**src/rtl/taus_sched.sv**
```systemverilog
`timescale 1ns/1ps
// taus_sched: seeds and warms up a Tausworthe generator, then hands its
// words out round-robin, one per grant, to two level-requesters A and B.
module taus_sched #(
    parameter int unsigned WARMUP = 16,
    parameter int unsigned W      = 32
) (
    input  logic         clk,
    input  logic         reset,
    input  logic         seed_req,
    output logic         taus_ld,
    output logic         taus_en,
    input  logic [W-1:0] taus_out,
    input  logic         a_req,
    input  logic         b_req,
    output logic         a_ack,
    output logic         b_ack,
    output logic [W-1:0] a_data,
    output logic [W-1:0] b_data,
    output logic         ready,
    output logic [15:0]  issued_cnt
);
    localparam int unsigned CNTW = 16;
    localparam int unsigned WCW  = 8;
    localparam logic [WCW-1:0] WARM_LAST = (WARMUP == 0) ? '0 : WCW'(WARMUP - 1);

    typedef enum logic [1:0] {
        INIT = 2'd0,
        LOAD = 2'd1,
        WARM = 2'd2,
        RUN  = 2'd3
    } state_t;

    state_t         state, state_n;
    logic [WCW-1:0] warm_cnt, warm_n;
    logic           last_b;
    logic           grant_a, grant_b;

    always_ff @(posedge clk or posedge reset) begin
        if (reset) begin
            state    <= INIT;
            warm_cnt <= '0;
        end else begin
            state    <= state_n;
            warm_cnt <= warm_n;
        end
    end

    // seed_req pre-empts both warm-up stepping and grants in the same cycle
    always_comb begin
        state_n = state;
        warm_n  = warm_cnt;
        taus_ld = 1'b0;
        taus_en = 1'b0;
        grant_a = 1'b0;
        grant_b = 1'b0;
        case (state)
            INIT: state_n = LOAD;
            LOAD: begin
                taus_ld = 1'b1;
                warm_n  = '0;
                state_n = (WARMUP == 0) ? RUN : WARM;
            end
            WARM: begin
                if (seed_req) begin
                    state_n = LOAD;
                end else begin
                    taus_en = 1'b1;
                    if (warm_cnt == WARM_LAST) begin
                        state_n = RUN;
                    end else begin
                        warm_n = warm_cnt + WCW'(1);
                    end
                end
            end
            RUN: begin
                if (seed_req) begin
                    state_n = LOAD;
                end else begin
                    grant_a = a_req & (~b_req | last_b);
                    grant_b = b_req & (~a_req | ~last_b);
                    taus_en = grant_a | grant_b;
                end
            end
            default: state_n = INIT;
        endcase
    end

    assign ready = (state == RUN);

    always_ff @(posedge clk or posedge reset) begin
        if (reset) begin
            a_ack      <= 1'b0;
            b_ack      <= 1'b0;
            a_data     <= '0;
            b_data     <= '0;
            last_b     <= 1'b1;
            issued_cnt <= '0;
        end else begin
            a_ack <= grant_a;
            b_ack <= grant_b;
            if (grant_a) begin
                a_data <= taus_out;
            end
            if (grant_b) begin
                b_data <= taus_out;
            end
            if (grant_a | grant_b) begin
                last_b <= grant_b;
            end
            if (state_n == LOAD) begin
                issued_cnt <= '0;
            end else if (grant_a | grant_b) begin
                issued_cnt <= issued_cnt + CNTW'(1);
            end
        end
    end
endmodule

```
**config.mk**
```make
export PLATFORM = sky130hd
export DESIGN_NAME = taus_sched
export DESIGN_NICKNAME = d
export VERILOG_FILES = /design/src/rtl/taus_sched.sv
export SDC_FILE = /design/constraint.sdc
export NUM_CORES = 1
export LEC_CHECK = 0
export ABC_AREA = 1
export CAP_MARGIN = 0
export CELL_PAD_IN_SITES_DETAIL_PLACEMENT = 0
export CELL_PAD_IN_SITES_GLOBAL_PLACEMENT = 1
export CORE_AREA = 3 3 113 115
export CTS_CLUSTER_DIAMETER = 100
export CTS_CLUSTER_SIZE = 20
export DETAILED_ROUTE_END_ITERATION = 12
export DIE_AREA = 0 0 116 118
export PLACE_DENSITY = 0.76
export SLEW_MARGIN = 20
export SYNTH_ARGS = -nofsm -noshare
export SYNTH_HDL_FRONTEND = slang
export SYNTH_SLANG_ARGS = --single-unit
```
**constraint.sdc**
```tcl
create_clock -name clk -period 3.9 [get_ports clk]
set_input_delay 0.78 -clock clk [delete_from_list [all_inputs] [get_ports clk]]
set_output_delay 0.78 -clock clk [all_outputs]
set_load 0.01 [all_outputs]
```
==> results by group, run 1 <==
Power
  • Total Power: 4.00 mW
  • Lkg Pwr: 2.80 nW
  • Worst VDD drop: 0.280 mV
  • PwrDens: 706 nW/um2

Layout
  • Most frequent cells in the layout: 269 x nand2_1, 121 x clkdlybuf4s50_1, 92 x dfrtp_1
  • Fin util: 47.6%
  • # diodes: 0
  • Most common cell after layout, fill and taps aside: nand2_1
  • Final cell count without fillers: 764
  • Final #Nets: 651
  • P&R area growth vs syn: 41.8%
  • Share of cells above drive strength 1: 5.35%

Critical path
  • CP max-delay cell: clkdlybuf4s50_1
  • CP cell instances: clkdlybuf4s50_1 > inv_1 > nor2_1 > nand3_4 > nand3_1 > clkdlybuf4s50_1
  • CP most frequent cell: clkdlybuf4s50_1
  • Crit path arrival time: 2.16 ns
  • Worst setup path class: in -> out
  • WP buf/inv: 3
  • R2R depth: 6
  • Critical Path Stages: 6
  • Req. time, crit path: 3.12 ns
  • Crit end category: primary output
  • CP Launch Type: input port
  • RR Startpoint: last_b
  • Crit path max fanout: 2
  • Setup crit end: taus_en
  • Flop2flop setup slack: 2.09 ns
  • Critical path launch point: a_req
  • Top delay family on crit path: buffers and inverters
  • Largest stage delay on the critical path: 0.53 ns
  • Reg2reg end: b_data[5]

CTS
  • CTS buffer count: 9
  • Max clock buf depth: 2
  • CTS tree: built
  • CTS H-tree depth: 3
  • Clock root buffer: clkbuf_16
  • Sink Count: 93
  • Clock latency on the worst-skew pair: 0.34 ns
  • Setup Buffers After CTS: 0
  • Hold-fix buffers, CTS: 0
  • Clock transition at path regs: 0.06 ns
  • Post_cts resized: 0

Drt
  • DR vias/cell: 4.51
  • Final Routed Wirelength: 10300 um
  • Final ANT Viol Nets: 0
  • Number of remaining DRC errors: 0
  • 1st-iter DRT viols: 191
  • Via Count: 3447
  • Drt pass-1 iters: 4
  • Drt wl/cell: 13.5 um

GRT
  • Vias in the first global route: 3525
  • GRT Total Usage: 16.1%
  • First-pass GRT wire length: 17500 um
  • Total grt overflow: 0
  • Initial antenna violation count: 0
  • Largest net degree at the start of global routing: 55

Floorplanning
  • Core area: 11900 um2
  • DIE WIDTH: 116 um
  • IO Pins: 122
  • Initial Util: 33.6%
  • Chip Height: 118 um
  • # rows: 40
  • Area of the die: 13700 um2

Logic synthesis
  • Synth warn: 0
  • Avg Cell Area, Syn: 8.15 um2
  • Syn Std Cell Area: 4000 um2
  • Cells after synthesis: 491
  • Synth Flop Type: dfrtp_1
  • Syn nets: 530
  • Synth unique cells: 25
  • Yosys reg bits: 93
  • Post-synth ARST share: 100%
  • EDFF count, synth: 0
  • Sequential element share of the synthesized area: 58.2%

Worst hold path
  • Worst min path class: reg -> reg
  • Hold path start: a_data[15]

STA
  • Final Slew Violations: 0
  • Count of final hold-check violations: 0
  • Min Tclk post-route: 2.94 ns
  • Final period util: 75.5%
  • Max Clk Rate: 340 MHz
  • Setup TNS: 0 ns
  • Setup violators final: 0
  • Least-Margin Pin Slew: 0.750 ns
  • Setup Skew: 0.00904 ns
  • Max-slew headroom at the worst pin: 49.9%
  • Unrepaired setup endpoints after global routing: false

Job
  • Max Cap Violations: 0

Status
  • Status: complete, no violations

Place
  • IO buf count: 121
  • Post-DP HPWL: 6970 um
  • Placed Cells: 748
  • Routability cong.: 0.782
==> synthesized netlist by cell type, types with 3 or more instances <==
library cell / number / area share (%)
a21oi_1: 12 / 1.5
buf_2: 4 / 0.50
nand3_1: 18 / 2.3
nor2_1: 38 / 3.6
dfrtp_1: 92 / 58
clkbuf_1: 5 / 0.47
buf_4: 4 / 0.75
inv_1: 20 / 1.9
o21ai_0: 5 / 0.63
inv_2: 3 / 0.28
nand2_1: 269 / 25
==> metrics by stage <==
| stage | hold slack [ns] | instance area, um2 | setup WS, ns |
|---|---|---|---|
| 2_1_floorplan | 0.468 | 4000 | 0.701 |
| 3_3_place_gp | 0.461 | 5350 | 0.970 |
| 3_5_place_dp | 0.465 | 5350 | 0.949 |
| 4_1_cts | 0.482 | 5670 | 0.941 |
| 5_1_grt | 0.498 | 5670 | 0.875 |
| 6_report | 0.480 | 5670 | 0.957 |
==> power by group <==
group / internal, mW / leakage, nW / switching, mW / total [mW]
Sequential: 1.31 / 1.19 / 0.199 / 1.51
Combinational: 0.796 / 1.44 / 0.751 / 1.55
Clock: 0.578 / 0.158 / 0.369 / 0.947
==> how the worst min path moves through the flow <==
stage	depth (start not counted)	to	slack, ns
global placement	2	a_data[20]	0.46
detailed placement	2	a_data[15]	0.46
CTS	2	a_data[6]	0.48
global route	2	a_data[7]	0.50
finish	2	a_data[15]	0.48
floorplan	2	warm_cnt[1]	0.47
==> tightest hold or removal path, delay by kind of cell, from the launching register on <==
| family | cells | cell delay, ns |
|---|---|---|
| flip-flops | 1 | 0.34 |
| AND/OR/NAND/NOR | 2 | 0.10 |
==> sequential cells by signal (all words and copies together), names as in the netlist <==
signal / count
issued_cnt: 16
b_ack: 1
b_data: 32
a_data: 32
last_b: 1
warm_cnt: 8
a_ack: 1
state: 2
==> per-layer routing <==
metal  wire length (um)  part of all wire (%)  track usage (%)
met1               4690                    46             21.1
met2               4580                    45             23.8
met3                844                   8.2             6.32
met4                164                   1.6             6.16
met5                  0                     0                0
==> logic make-up (layout without fill, tap and decap cells) <==
logic type	count (synthesis)	count (layout)	share of synthesized area [%]
buf+inv	39	165	4.54
flops	93	93	58.2
compound gates	17	17	2.13
xor+xnor	3	3	0.657
simple gates	337	337	33.8
fa+ha+maj	2	2	0.625
==> final cells by class <==
| type | instances | area (um2) |
|---|---|---|
| timing repair buffer | 125 | 1250 |
| clock buffer | 10 | 239 |
| multi-input combinational | 359 | 1490 |
| fill | 1186 | 6240 |
| clock inverter | 6 | 86.3 |
| inverter | 24 | 91.3 |
| tap | 147 | 184 |
| sequential | 93 | 2330 |
Power figures use the tool's default switching activity.
==> run 2, diff against run 1 <==
==> constraint.sdc (replaced) <==
create_clock -name clk -period 3.1 [get_ports clk]
set_input_delay 0.62 -clock clk [delete_from_list [all_inputs] [get_ports clk]]
set_output_delay 0.62 -clock clk [all_outputs]
set_load 0.01 [all_outputs]
==> run 2 against run 1 <==
  * Wire length rose by 1.9%
  * Clock-buffer cell count is 1 higher
  * Register-to-register slack worse by 0.86 ns
  * Die area is the same
  * Flip-flop and latch count unchanged
  * Critical path depth unchanged
  * First-iteration DRC count down 6.8%
  * Hold slack worse by 0.0023 ns
  * Worst setup slack worse by 0.50 ns
==> results by group, run 2 (synthesis gave the netlist of run 1 again) <==
Layout
  • P&R area growth vs syn: 41.9% (was 41.8%)
  • Final #Nets: 651 (unchanged)
  • Layout fillers: 1164 (was 1186)
  • # diodes: 0 (unchanged)
  • Share of cells above drive strength 1: 5.03% (was 5.35%)
  • Most frequent cells in the layout: 269 x nand2_1, 121 x clkdlybuf4s50_1, 92 x dfrtp_1 (unchanged)
  • Largest regs: a_data x32, b_data x32, issued_cnt x16 (unchanged)
  • Most common cell after layout, fill and taps aside: nand2_1 (unchanged)

STA
  • Min Tclk post-route: 2.65 ns
  • Final period util: 85.4%
  • Max Clk Rate: 378 MHz
  • Final Slew Violations: 0 (unchanged)
  • Unrepaired setup endpoints after global routing: false (unchanged)
  • Least-Margin Pin Slew: 0.640 ns (was 0.750 ns)
  • Max-slew headroom at the worst pin: 57.3% (was 49.9%)
  • Setup violators final: 0 (unchanged)
  • Setup TNS: 0 ns (unchanged)
  • Setup Skew: 0.00510 ns (was 0.00904 ns)
  • Hold slack: 0.478 ns (was 0.480 ns)
  • Count of final hold-check violations: 0 (unchanged)

Floorplanning
  • DIE WIDTH: 116 um (unchanged)
  • Core area: 11900 um2 (unchanged)
  • Chip Height: 118 um (unchanged)
  • Initial Util: 33.6% (unchanged)
  • Area of the die: 13700 um2 (unchanged)
  • # rows: 40 (unchanged)
  • IO Pins: 122 (unchanged)

Place
  • Routability cong.: 0.785 (was 0.782)
  • IO buf count: 121 (unchanged)
  • Post-DP HPWL: 6920 um (was 6970 um)

Critical path
  • CP max-delay cell: clkdlybuf4s50_1 (unchanged)
  • CP Launch Type: input port (unchanged)
  • Crit path max fanout: 2 (unchanged)
  • CP cell instances: clkdlybuf4s50_1 > inv_1 > nor2_1 > nand3_4 > nand3_1 > clkdlybuf4s50_1 (unchanged)
  • Crit path arrival time: 2.03 ns (was 2.16 ns)
  • Crit end category: primary output (unchanged)
  • Worst setup path class: in -> out (unchanged)
  • Largest stage delay on the critical path: 0.53 ns (about the same)
  • CP most frequent cell: clkdlybuf4s50_1 (unchanged)
  • Req. time, crit path: 2.48 ns (was 3.12 ns)

CTS
  • Hold-fix buffers, CTS: 0 (unchanged)
  • Post_cts resized: 0 (unchanged)
  • CTS buffer count: 9 (unchanged)
  • CTS tree: built (unchanged)
  • Setup Buffers After CTS: 0 (unchanged)
  • Clock root buffer: clkbuf_16 (unchanged)
  • Clock transition at path regs: 0.06 ns (about the same)
  • Sink Count: 93 (unchanged)
  • Clock latency on the worst-skew pair: 0.34 ns (about the same)
  • CTS H-tree depth: 3 (unchanged)
  • Max clock buf depth: 2 (unchanged)

Power
  • Lkg Pwr: 2.79 nW (was 2.80 nW)
  • Worst VDD drop: 0.464 mV (was 0.280 mV)
  • PwrDens: 889 nW/um2 (was 706 nW/um2)

Drt
  • Drt wl/cell: 13.7 um (was 13.5 um)
  • Via Count: 3460 (was 3447)
  • 1st-iter DRT viols: 178 (was 191)
  • Number of remaining DRC errors: 0 (unchanged)
  • DR vias/cell: 4.53 (was 4.51)
  • Final Routed Wirelength: 10500 um (was 10300 um)
  • Drt pass-1 iters: 4 (unchanged)
  • Final ANT Viol Nets: 0 (unchanged)

GRT
  • Largest net degree at the start of global routing: 94 (was 55)
  • First-pass GRT wire length: 17700 um (was 17500 um)
  • GRT Total Usage: 16.3% (was 16.1%)
  • Total grt overflow: 0 (unchanged)
  • Initial antenna violation count: 0 (unchanged)
  • Vias in the first global route: 3532 (was 3525)

Job
  • Max Cap Violations: 0 (unchanged)

Worst hold path
  • Worst min path class: reg -> reg (unchanged)

Status
  • Status: complete, no violations (unchanged)
run 2: path summary, 6_finish.rpt:
path	cells past startpoint	endpoint	start	slack [ns]
worst max-delay path	6	taus_en	a_req	0.45
max in group asynchronous	3	warm_cnt[0]	reset	2.00
min in group asynchronous	3	issued_cnt[12]	reset	0.72
worst min-delay path	2	b_data[13]	b_data[13]	0.48
worst min register to register	2	b_data[13]	b_data[13]	0.48
worst max register to register	6	b_data[5]	last_b	1.23
run 2: where the power goes:
group          switching, mW  internal (mW)
registers              0.257           1.65
logic                  0.948           1.01
clock network          0.458          0.723
run 2: layer usage:
| metal | vias to the layer above | wire [um] | share of wire [%] | global-route usage, % |
|---|---|---|---|---|
| li1 | 1742 | - | - | - |
| met1 | 1617 | 4790 | 46 | 21.5 |
| met2 | 88 | 4570 | 44 | 23.5 |
| met3 | 13 | 886 | 8.5 | 6.79 |
| met4 | 0 | 224 | 2.1 | 6.89 |
| met5 | - | 0 | 0 | 0 |
run 2: area by class of cell:
class,instances,area [um2],share of cell area (%)
sequential,93,2330,41.0
multi-input combinational,359,1490,26.3
timing repair buffer,125,1270,22.3
clock buffer,11,243,4.28
tap,147,184,3.24
inverter,24,91.3,1.61
clock inverter,4,72.6,1.28
run 2: stage by stage:
step / power, mW / std cells / utilization, % / setup slack, ns / area, um2
2_1_floorplan: 2.78 / 491 / - / 0.0613 / 4000
3_3_place_gp: 3.87 / 748 / 45.0 / 0.485 / 5360
3_5_place_dp: 3.91 / 748 / 45.0 / 0.446 / 5360
4_1_cts: 5.13 / 763 / 47.6 / 0.438 / 5680
5_1_grt: 5.41 / 763 / 47.6 / 0.383 / 5680
6_report: 5.04 / 763 / 47.6 / 0.454 / 5680
run 2: critical path: cells and delay by family:
| kind | cells | cell delay (ns) |
|---|---|---|
| simple gates | 3 | 0.34 |
| buf+inv | 3 | 1.07 |
==> run 3, diff against run 2 <==
--- a/config.mk
+++ b/config.mk
@@ -15,6 +15,7 @@
 export DETAILED_ROUTE_END_ITERATION = 12
 export DIE_AREA = 0 0 116 118
 export PLACE_DENSITY = 0.76
+export REMOVE_ABC_BUFFERS = 1
 export SLEW_MARGIN = 20
 export SYNTH_ARGS = -nofsm -noshare
 export SYNTH_HDL_FRONTEND = slang
==> constraint.sdc (replaced) <==
create_clock -name clk -period 3.1 [get_ports clk]
set_input_delay 0.31 -clock clk [delete_from_list [all_inputs] [get_ports clk]]
set_output_delay 0.31 -clock clk [all_outputs]
set_load 0.01 [all_outputs]
==> run 3 against run 2 <==
  * Clock-buffer cell count rose by 1
  * Non-clock buffer count fell by 1
  * Design area fell by 0.42%
  * Register-to-register slack got worse by 0.09 ns
  * Sequential share of layout area rose by 0.17 points
  * Critical path depth did not move
  * First-iteration DRC count fell by 8.4%
  * Worst setup slack improved by 0.27 ns
  * Flip-flop and latch count did not move
  * Global-route usage rose by 0.092 points
  * Critical path type is now reg -> out
  * Critical endpoint unchanged
  * Largest power group unchanged
  * Highest routed layer unchanged
==> results by group, run 3 (synthesis gave the netlist of run 1 again) <==
Critical path
  • CP Launch Type: flop (was input port)
  • Largest stage delay on the critical path: 0.55 ns (was 0.53 ns)
  • CP max-delay cell: clkdlybuf4s50_1 (unchanged)
  • Flop2flop setup slack: 1.14 ns (was 1.23 ns)
  • Reg2reg end: last_b (was b_data[5])
  • RR Startpoint: state[1] (was last_b)
  • Crit path arrival time: 2.07 ns (was 2.03 ns)
  • Crit path max fanout: 35 (was 2)
  • CP cell instances: inv_1 > nand2_1 > nand3_4 > buf_4 > nand3_1 > clkdlybuf4s50_1 (was clkdlybuf4s50_1 > inv_1 > nor2_1 > nand3_4 > nand3_1 > clkdlybuf4s50_1)
  • Worst setup path class: reg -> out (was in -> out)
  • Crit end category: primary output (unchanged)
  • Req. time, crit path: 2.79 ns (was 2.48 ns)
  • R2R depth: 5 (was 6)

CTS
  • Max clock buf depth: 2 (unchanged)
  • CTS tree: built (unchanged)
  • Sink Count: 93 (unchanged)
  • Clock latency on the worst-skew pair: 0.34 ns (about the same)
  • Post_cts resized: 0 (unchanged)
  • Setup Buffers After CTS: 0 (unchanged)
  • Clock root buffer: clkbuf_16 (unchanged)
  • Hold-fix buffers, CTS: 0 (unchanged)
  • CTS buffer count: 9 (unchanged)
  • Clock transition at path regs: 0.06 ns (about the same)
  • CTS H-tree depth: 3 (unchanged)

Power
  • Flop pwr share: 37.9% (was 37.8%)
  • Power share of the clock group: 22.9% (was 23.4%)
  • Pint: 3.32 mW (was 3.38 mW)
  • Worst VDD drop: 0.448 mV (was 0.464 mV)
  • Total Power: 5.03 mW (was 5.04 mW)
  • Lkg Pwr: 2.78 nW (was 2.79 nW)
  • Net Sw Power: 1.71 mW (was 1.66 mW)
  • Logic pwr share: 39.2% (was 38.7%)
  • Sw frac: 33.9% (was 33.0%)
  • PwrDens: 890 nW/um2 (was 889 nW/um2)

STA
  • Setup violators final: 0 (unchanged)
  • Hold slack: 0.338 ns (was 0.478 ns)
  • Final Slew Violations: 0 (unchanged)
  • Max-slew headroom at the worst pin: 31.5% (was 57.3%)
  • Max Clk Rate: 421 MHz (was 378 MHz)
  • Least-Margin Pin Slew: 1.02 ns (was 0.640 ns)
  • Setup TNS: 0 ns (unchanged)
  • Min Tclk post-route: 2.38 ns (was 2.65 ns)
  • Final period util: 76.7% (was 85.4%)
  • Count of final hold-check violations: 0 (unchanged)
  • Unrepaired setup endpoints after global routing: false (unchanged)
  • Setup slack after layout: 0.724 ns (was 0.454 ns)
  • Setup Skew: 0.00541 ns (was 0.00510 ns)

Drt
  • Number of remaining DRC errors: 0 (unchanged)
  • Drt pass-1 iters: 4 (unchanged)
  • Drt wl/cell: 13.9 um (was 13.7 um)
  • Via Count: 3495 (was 3460)
  • DR vias/cell: 4.58 (was 4.53)
  • 1st-iter DRT viols: 163 (was 178)
  • Final Routed Wirelength: 10600 um (was 10500 um)
  • Final ANT Viol Nets: 0 (unchanged)

GRT
  • First-pass GRT wire length: 17700 um (about the same)
  • GRT Total Usage: 16.4% (was 16.3%)
  • Initial antenna violation count: 0 (unchanged)
  • Total grt overflow: 0 (unchanged)
  • Vias in the first global route: 3477 (was 3532)
  • Largest net degree at the start of global routing: 63 (was 94)

Layout
  • Most common cell after layout, fill and taps aside: nand2_1 (unchanged)
  • Final cell count without fillers: 763 (unchanged)
  • P&R area growth vs syn: 41.3% (was 41.9%)
  • Combined area of the multi-input logic cells: 1490 um2 (unchanged)
  • Final #Nets: 650 (was 651)
  • Layout fillers: 1197 (was 1164)
  • Sequential cell area: 2330 um2 (unchanged)
  • Most frequent cells in the layout: 269 x nand2_1, 121 x clkdlybuf4s50_1, 92 x dfrtp_1 (unchanged)
  • # diodes: 0 (unchanged)
  • Share of cells above drive strength 1: 5.03% (unchanged)
  • Largest regs: a_data x32, b_data x32, issued_cnt x16 (unchanged)

Place
  • Post-DP HPWL: 7040 um (was 6920 um)
  • Routability cong.: 0.778 (was 0.785)
  • Place WS: 0.689 ns (was 0.446 ns)
  • IO buf count: 121 (unchanged)
  • Placed Cells: 747 (was 748)

Floorplanning
  • Initial Util: 33.6% (unchanged)
  • IO Pins: 122 (unchanged)
  • Chip Height: 118 um (unchanged)
  • # rows: 40 (unchanged)
  • DIE WIDTH: 116 um (unchanged)
  • Core area: 11900 um2 (unchanged)
  • Area of the die: 13700 um2 (unchanged)

Worst hold path
  • Worst min path class: in -> async (was reg -> reg)

Job
  • Max Cap Violations: 0 (unchanged)

Status
  • Status: complete, no violations (unchanged)
==> run 3: routing by layer <==
layer  vias up  share of wire (%)  global-route usage [%]
li1       1737                  -                       -
met1      1650                 42                    19.6
met2        94                 46                    24.9
met3        14                 11                    8.64
met4         0                1.7                    6.16
met5         -                  0                       0
==> run 3: per-stage QoR <==
stage / util [%] / cell area, um2
final: 47.4 / 5650
after global routing: 47.4 / 5650
after CTS: 47.4 / 5650
after detailed placement: 44.8 / 5340
after global placement: 44.8 / 5340
after floorplan: - / 3910
==> run 3: worst max-delay path: cells and delay by family, from the launching register on <==
family	cells	cell delay [ns]
simple gates	3	0.32
flops	1	0.53
buf+inv	3	0.87
==> run 3: worst max-delay path by stage <==
stage,cells after the start,start,end
finish,6,last_b,taus_en
global placement,7,a_req,taus_en
CTS,6,last_b,taus_en
floorplan,1,reset,a_ack
global route,6,last_b,taus_en
detailed placement,7,a_req,taus_en
==> run 3: layout make-up <==
class | instances | area share (%)
sequential | 93 | 41.2
multi-input combinational | 359 | 26.4
tap | 147 | 3.25
clock buffer | 12 | 4.54
clock inverter | 4 | 0.974
timing repair buffer | 124 | 22.1
inverter | 24 | 1.62
==> run 3: power groups by stage <==
stage / combinational [mW] / sequential [mW] / clock, mW
floorplan: 0.656 / 2.08 / 0
global placement: 1.98 / 1.91 / 0
detailed placement: 2.00 / 1.91 / 0
CTS: 2.01 / 1.91 / 1.19
global route: 2.17 / 1.97 / 1.24
finish: 1.97 / 1.91 / 1.15
